`src/rtl/bilinear_pkg.sv`:
```
// bilinear_pkg: shared state encoding, per-pixel counter increments and source-coordinate clamping.
package bilinear_pkg;
    typedef enum logic [3:0] {
        S_IDLE, S_CALC, S_RD0, S_RD1, S_RD2, S_RD3, S_CAP, S_MUL, S_WR, S_PAUSE, S_DONE
    } bl_state_t;
    localparam int FLOPS_PER_PIX = 8;
    localparam int RDS_PER_PIX = 4;
    typedef struct packed {
        logic [31:0] i;
        logic [31:0] i1;
        logic [31:0] f;
    } coord_t;
    // Integer/fraction split of pos*scale, pinned to the last source column/row at the edge.
    function automatic coord_t clamp_coord(input logic [31:0] pos, input logic [31:0] scale,
                                           input logic [31:0] dim, input int frac_w);
        coord_t r;
        logic [63:0] s, ip, lim, fr;
        s = {32'd0, pos} * {32'd0, scale};
        ip = s >> frac_w;
        fr = s & ((64'd1 << frac_w) - 64'd1);
        lim = {32'd0, dim} - 64'd1;
        r.i = ip >= lim ? lim[31:0] : ip[31:0];
        r.f = ip >= lim ? 32'd0 : fr[31:0];
        r.i1 = r.i + 32'(r.f != 32'd0);
        return r;
    endfunction
endpackage

```
`src/rtl/bilinear_interp_dp.sv`:
```
// bilinear_interp_dp: registered bilinear blend of four pixels with round-half-up and saturation.
module bilinear_interp_dp #(
    parameter int PIX_W = 8,
    parameter int FRAC_W = 8
) (
    input  logic              clk,
    input  logic              rst_n,
    input  logic              en_i,
    input  logic [PIX_W-1:0]  p00_i,
    input  logic [PIX_W-1:0]  p01_i,
    input  logic [PIX_W-1:0]  p10_i,
    input  logic [PIX_W-1:0]  p11_i,
    input  logic [FRAC_W-1:0] fx_i,
    input  logic [FRAC_W-1:0] fy_i,
    output logic [PIX_W-1:0]  pix_o
);
    localparam int TW = PIX_W + FRAC_W + 1;
    localparam int ACC_W = PIX_W + 2 * FRAC_W + 3;
    localparam logic [FRAC_W:0] W_ONE = {1'b1, {FRAC_W{1'b0}}};
    localparam logic [ACC_W-1:0] PIX_MAX = ACC_W'({PIX_W{1'b1}});
    logic [FRAC_W:0] wfx, wfy;
    logic [TW-1:0] top, bot;
    logic [ACC_W-1:0] acc, q;
    always_comb begin
        wfx = W_ONE - {1'b0, fx_i};
        wfy = W_ONE - {1'b0, fy_i};
        top = TW'(p00_i) * TW'(wfx) + TW'(p01_i) * TW'(fx_i);
        bot = TW'(p10_i) * TW'(wfx) + TW'(p11_i) * TW'(fx_i);
        acc = ACC_W'(top) * ACC_W'(wfy) + ACC_W'(bot) * ACC_W'(fy_i) + (ACC_W'(1) << (2 * FRAC_W - 1));
        q = acc >> (2 * FRAC_W);
    end
    always_ff @(posedge clk or negedge rst_n)
        if (!rst_n) pix_o <= '0;
        else if (en_i) pix_o <= q > PIX_MAX ? PIX_MAX[PIX_W-1:0] : q[PIX_W-1:0];
endmodule

```
`src/rtl/bilinear_core_param.sv`:
```
// bilinear_core_param: sequential bilinear rescaler, one output pixel per 8 cycles, with step mode and perf counters.
module bilinear_core_param import bilinear_pkg::*; #(
    parameter int AW = 19,
    parameter int PIX_W = 8,
    parameter int DIM_W = 12,
    parameter int FRAC_W = 8,
    parameter int SCL_W = FRAC_W + 8,
    parameter int CNT_W = 32
) (
    input  logic             clk,
    input  logic             rst_n,
    input  logic             start,
    input  logic             abort,
    input  logic             step_mode,
    input  logic             step,
    input  logic [DIM_W-1:0] cfg_in_w,
    input  logic [DIM_W-1:0] cfg_in_h,
    input  logic [DIM_W-1:0] cfg_out_w,
    input  logic [DIM_W-1:0] cfg_out_h,
    input  logic [SCL_W-1:0] cfg_inv_scale,
    input  logic [AW-1:0]    cfg_src_base,
    input  logic [AW-1:0]    cfg_dst_base,
    output logic [AW-1:0]    mem_raddr,
    input  logic [PIX_W-1:0] mem_rdata,
    output logic             mem_we,
    output logic [AW-1:0]    mem_waddr,
    output logic [PIX_W-1:0] mem_wdata,
    output logic             busy,
    output logic             done,
    output logic             paused,
    output logic [DIM_W-1:0] o_out_w,
    output logic [DIM_W-1:0] o_out_h,
    output logic [CNT_W-1:0] o_flop_count,
    output logic [CNT_W-1:0] o_mem_rd_count,
    output logic [CNT_W-1:0] o_mem_wr_count
);
    localparam logic [CNT_W-1:0] CMAX = '1;
    bl_state_t state_q, state_d;
    logic [DIM_W-1:0] in_w_q, in_h_q, out_w_q, out_h_q, x_q, y_q, xi_q, x1_q, yi_q, y1_q, row, col;
    logic [SCL_W-1:0] scale_q;
    logic [AW-1:0] src_q, dst_q, raddr_q, waddr_q;
    logic [FRAC_W-1:0] fx_q, fy_q;
    logic [PIX_W-1:0] p00_q, p01_q, p10_q, p11_q;
    logic [CNT_W-1:0] flop_q, rd_q, wr_q;
    logic [2*DIM_W-1:0] roff, woff;
    logic step_mode_q, accept, last_x, last, adv;
    coord_t cx, cy;

    function automatic logic [CNT_W-1:0] sat_add(input logic [CNT_W-1:0] a, input int b);
        return a > CMAX - CNT_W'(b) ? CMAX : a + CNT_W'(b);
    endfunction

    always_comb begin
        accept = start && !abort && (state_q == S_IDLE || state_q == S_DONE);
        last_x = x_q == out_w_q - 1'b1;
        last = last_x && y_q == out_h_q - 1'b1;
        cx = clamp_coord(32'(x_q), 32'(scale_q), 32'(in_w_q), FRAC_W);
        cy = clamp_coord(32'(y_q), 32'(scale_q), 32'(in_h_q), FRAC_W);
        state_d = state_q;
        case (state_q)
            S_IDLE, S_DONE: if (accept) state_d = (cfg_out_w == '0 || cfg_out_h == '0) ? S_DONE : S_CALC;
            S_CALC:  state_d = S_RD0;
            S_RD0:   state_d = S_RD1;
            S_RD1:   state_d = S_RD2;
            S_RD2:   state_d = S_RD3;
            S_RD3:   state_d = S_CAP;
            S_CAP:   state_d = S_MUL;
            S_MUL:   state_d = S_WR;
            S_WR:    state_d = step_mode_q ? S_PAUSE : last ? S_DONE : S_CALC;
            S_PAUSE: if (step) state_d = last ? S_DONE : S_CALC;
            default: state_d = S_IDLE;
        endcase
        if (abort) state_d = S_IDLE;
        // x/y advance only when leaving a finished pixel, so PAUSE still sees the pixel just written
        adv = state_d == S_CALC && (state_q == S_WR || state_q == S_PAUSE);
        row = (state_q == S_RD0 || state_q == S_RD1) ? yi_q : y1_q;
        col = (state_q == S_RD0 || state_q == S_RD2) ? xi_q : x1_q;
        roff = row * in_w_q;
        woff = y_q * out_w_q;
        mem_raddr = (state_q inside {S_RD0, S_RD1, S_RD2, S_RD3}) ? src_q + AW'(roff) + AW'(col) : raddr_q;
    end

    always_ff @(posedge clk or negedge rst_n) begin
        if (!rst_n) begin
            state_q <= S_IDLE;
            {in_w_q, in_h_q, out_w_q, out_h_q, x_q, y_q, xi_q, x1_q, yi_q, y1_q} <= '0;
            {scale_q, src_q, dst_q, raddr_q, waddr_q, fx_q, fy_q, step_mode_q} <= '0;
            {p00_q, p01_q, p10_q, p11_q, flop_q, rd_q, wr_q} <= '0;
        end else begin
            state_q <= state_d;
            raddr_q <= mem_raddr;
            if (accept) begin
                {in_w_q, in_h_q, out_w_q, out_h_q} <= {cfg_in_w, cfg_in_h, cfg_out_w, cfg_out_h};
                {scale_q, src_q, dst_q, step_mode_q} <= {cfg_inv_scale, cfg_src_base, cfg_dst_base, step_mode};
                {x_q, y_q, flop_q, rd_q, wr_q} <= '0;
            end
            if (state_q == S_CALC) begin
                {xi_q, x1_q, fx_q} <= {DIM_W'(cx.i), DIM_W'(cx.i1), FRAC_W'(cx.f)};
                {yi_q, y1_q, fy_q} <= {DIM_W'(cy.i), DIM_W'(cy.i1), FRAC_W'(cy.f)};
            end
            if (state_q == S_RD1) p00_q <= mem_rdata;
            if (state_q == S_RD2) p01_q <= mem_rdata;
            if (state_q == S_RD3) p10_q <= mem_rdata;
            if (state_q == S_CAP) p11_q <= mem_rdata;
            if (state_q == S_MUL) waddr_q <= dst_q + AW'(woff) + AW'(x_q);
            if (state_q == S_WR) begin
                flop_q <= sat_add(flop_q, FLOPS_PER_PIX);
                rd_q <= sat_add(rd_q, RDS_PER_PIX);
                wr_q <= sat_add(wr_q, 1);
            end
            if (adv) begin
                x_q <= last_x ? '0 : x_q + 1'b1;
                y_q <= last_x ? y_q + 1'b1 : y_q;
            end
        end
    end

    bilinear_interp_dp #(.PIX_W(PIX_W), .FRAC_W(FRAC_W)) u_dp (
        .clk(clk), .rst_n(rst_n), .en_i(state_q == S_MUL),
        .p00_i(p00_q), .p01_i(p01_q), .p10_i(p10_q), .p11_i(p11_q),
        .fx_i(fx_q), .fy_i(fy_q), .pix_o(mem_wdata)
    );

    assign busy = !(state_q == S_IDLE || state_q == S_DONE);
    assign done = state_q == S_DONE;
    assign paused = state_q == S_PAUSE;
    assign mem_we = state_q == S_WR;
    assign mem_waddr = waddr_q;
    assign o_out_w = out_w_q;
    assign o_out_h = out_h_q;
    assign o_flop_count = flop_q;
    assign o_mem_rd_count = rd_q;
    assign o_mem_wr_count = wr_q;
endmodule

```
`config.mk`:
```
export PLATFORM = sky130hd
export DESIGN_NAME = bilinear_core_param
export DESIGN_NICKNAME = d
export VERILOG_FILES = /design/src/rtl/bilinear_pkg.sv /design/src/rtl/bilinear_interp_dp.sv /design/src/rtl/bilinear_core_param.sv
export SDC_FILE = /design/constraint.sdc
export NUM_CORES = 2
export LEC_CHECK = 0
export CAP_MARGIN = 40
export CORE_MARGIN = 2
export CORE_UTILIZATION = 50
export DETAILED_ROUTE_END_ITERATION = 6
export PLACE_DENSITY = 0.71
export SLEW_MARGIN = 40
export SYNTH_ARGS = -nofsm -noshare
export SYNTH_HDL_FRONTEND = slang
export SYNTH_SLANG_ARGS = --single-unit
```
`constraint.sdc`:
```
create_clock -name clk -period 12.6 [get_ports clk]
set_input_delay 1.89 -clock clk [delete_from_list [all_inputs] [get_ports clk]]
set_output_delay 1.89 -clock clk [all_outputs]
set_load 0.005 [all_outputs]
```
==> impl_metrics.py <==
metrics = {
    "status": {
        "status": "finished clean",
    },
    "synthesis": {
        "yosys_warnings": 0,
        "synthDistinctLibCells": 79,
        "syn_inst": 6614,
        "async_flop_share_pct": 100,
        "synth-seq-cells": 366,
        "netlist_area_mm2": 0.0584,
        "synth_flop_cell": "dfrtp_1",
        "synth_area_per_cell_um2": 8.84,
        "ys_seq_area_share_pct": 15.7,
        "postSynthNetCount": 8215,
        "synth_edf_count": 0,
    },
    "global_routing": {
        "met1_usage_pct": 33.9,
        "top_usage_layer": "met2",
        "overflow": 0,
        "use_met3_pct": 3.35,
        "grt_pass1_vias": 47200,
        "grt_util_met2_pct": 44.3,
        "grt_max_degree": 145,
        "grt_use_total_pct": 25.9,
        "grt_pass1_wl_um": 250000,
        "antenna_found_initial": 7,
    },
    "sta": {
        "finalHoldViolations": 0,
        "clock_skew_ns": 0.0489,
        "timing.final.crit_share_pct": 96.3,
        "max_freq_mhz": 82.4,
        "fin_crit_ns": 12.14,
        "slew_headroom_pct": 42.9,
        "hold-worst-slack_ns": 0.468,
        "setup_viol_count_final": 0,
        "slew_violations": 0,
        "tightest_slew_ns": 0.857,
    },
    "clock_network": {
        "cts_tree": "built",
        "insertion_delay_ns": 0.67,
        "clockRootBuffer": "clkbuf_16",
        "cts_buffers": 46,
        "postCtsHoldBufs": 0,
        "h-tree-depth": 2,
        "clk_pin_slew_worst_paths_ns": 0.06,
        "cts.sinks": 366,
        "cts.path.max_buffers": 3,
    },
    "hold_path": {
        "min_path_type": "reg -> reg",
    },
    "route": {
        "via_per_inst": 5.45,
        "wl_per_cell_um": 18.2,
        "vias": 45500,
        "routed_wl_um": 152000,
        "drtIter0Drc": 2928,
        "first_pass_iters": 5,
        "drc_errors": 0,
        "ant_nets": 0,
    },
    "floorplan": {
        "die_x_um": 346,
        "io_pins": 286,
        "coreArea_mm2": 0.116,
        "fp.dieH_um": 346,
        "row_count": 125,
        "start_util_pct": 50.4,
        "die_area_mm2": 0.120,
    },
    "layout": {
        "syn_to_final_growth_pct": 11.6,
        "layout-drive-gt1-share_pct": 5.55,
        "final_cell_mix": "1197 x nand2_1, 1173 x inv_1, 957 x fa_1, 521 x ha_1, 504 x and2_1",
        "nFillCells": 10300,
        "final_common_cell": "nand2_1",
        "nets": 8382,
    },
    "place": {
        "hpwl_um": 119000,
        "io_buffers": 285,
        "gp_congestion": 0.907,
    },
    "setup_path": {
        "endpoint_kind": "flip-flop",
        "critical_path_arrival_ns": 12.71,
        "startpoint_type": "flip-flop",
        "crit_top_cell": "fa_1",
        "cpMaxStageDelayCell": "fa_1",
        "crit_type": "reg -> reg",
        "cp.required_ns": 13.17,
        "slowest_delay_ns": 0.57,
        "critPathMaxFanout": 7,
    },
    "flow_run": {
        "drv_cap": 0,
    },
}
critical path: cells and delay by family, from the launching register on:
kind / cells / cell delay, ns
adder cells (fa/ha/maj): 15 / 6.93
AND/OR/NAND/NOR: 9 / 1.75
AO/OA/AOI/OAI: 7 / 1.40
buffers and inverters: 9 / 0.75
XOR/XNOR: 2 / 0.53
flip-flops: 1 / 0.39
multiplexers: 1 / 0.29
sequential cells by signal, summed over array words and instances (netlist names), 12 cells and up:
name            cells
mem_waddr          19
o_out_h            12
dst_q              19
o_out_w            12
o_flop_count       30
x_q                12
in_h_q             12
y_q                12
o_mem_wr_count     32
xi_q               12
o_mem_rd_count     31
raddr_q            19
y1_q               12
x1_q               12
src_q              19
in_w_q             12
scale_q            16
yi_q               12
final timing paths:
check / to / cells after the start / slack (ns) / start
setup / recovery: u_dp.pix_o[4]$_DFFE_PN0N_ / 43 / 0.46 / fx_q[1]$_DFFE_PN0P_
hold / removal: x1_q[5]$_DFFE_PN0P_ / 2 / 0.47 / x1_q[5]$_DFFE_PN0P_
setup reg to reg: u_dp.pix_o[4]$_DFFE_PN0N_ / 43 / 0.46 / fx_q[1]$_DFFE_PN0P_
hold reg to reg: x1_q[5]$_DFFE_PN0P_ / 2 / 0.47 / x1_q[5]$_DFFE_PN0P_
max in group asynchronous: u_dp.pix_o[2]$_DFFE_PN0N_ / 5 / 9.51 / rst_n
min in group asynchronous: in_w_q[11]$_DFFE_PN0P_ / 1 / 1.16 / rst_n
synth_stat cells, types with 9 or more instances:
cell,number,area (µm²)
o31ai_1,20,150
xnor2_1,150,1310
o21a_1,20,150
inv_1,1175,4410
nor4_1,21,131
o22a_1,9,78.8
mux2i_1,9,90.1
nor2_1,190,713
o211ai_1,46,345
nor3_1,83,415
a31oi_1,24,150
clkbuf_1,266,998
nand2_1,1200,4500
nand3_1,137,686
a211oi_1,21,158
a211o_1,9,78.8
fa_1,958,19200
mux2_2,63,709
and2_1,504,3150
and3_1,47,294
or3_1,29,181
or2_2,23,144
a21o_1,29,218
nand2b_1,31,194
nand4_1,32,200
nor2b_1,35,219
a21oi_1,135,676
o2111ai_1,9,78.8
a21boi_0,12,90.1
o21bai_1,14,105
ha_1,527,6590
xor2_1,77,674
buf_1,26,97.6
o311ai_0,12,105
dfrtp_1,366,9160
o21ai_0,177,886
kinds of logic (layout without fill, tap and decap cells):
logic type      count (synthesis)  count (layout)  share of synthesized area [%]
compound gates                611             611                           6.73
fa+ha+maj                    1485            1485                           44.1
xor+xnor                      227             227                           3.40
other cells                     0               5                              0
buf+inv                      1477            1678                           9.53
simple gates                 2376            2376                           19.2
mux                            72              72                           1.37
flops                         366             366                           15.7
metrics by stage:
| step | setup TNS [ns] | instances | util [%] | worst slack (ns) | area (µm²) |
|---|---|---|---|---|---|
| after floorplan | 0 | 6614 | - | 0.547 | 58400 |
| after global placement | -0.724 | 8232 | 54.2 | -0.0910 | 62900 |
| after detailed placement | -1.96 | 8233 | 54.3 | -0.260 | 63000 |
| after CTS | 0 | 8315 | 55.7 | 0.0187 | 64700 |
| after global routing | -0.251 | 8344 | 56.2 | -0.0591 | 65200 |
| final | 0 | 8344 | 56.2 | 0.463 | 65200 |
metal layers:
layer / vias to the layer above / share of wire (%) / wire length [µm]
met5: - / 0 / 0
met4: 0 / 3.7 / 5620
met3: 298 / 5.6 / 8490
met2: 1405 / 50 / 75300
met1: 23000 / 41 / 62600
li1: 20900 / - / -
area by class of cell:
type                            count  area (µm²)  area share (%)
Tap cell                         1524        1910            2.92
Timing Repair Buffer              419        3980            6.10
Clock inverter                     21         313           0.480
Inverter                         1177        4420            6.77
Multi-Input combinational cell   4771       44100            67.7
Antenna cell                        5        12.5          0.0192
Sequential cell                   366        9170            14.1
Clock buffer                       61        1290            1.97
repair_timing:
action,in CTS,in global routing
setup endpoints to repair,8,8
cloned,0,1
pin swaps,0,17
setup buffers,0,21
gates resized for setup,4,56
Power is not shown: default switching activity piles up to over one toggle a cycle in this logic, so the estimate is an artifact.
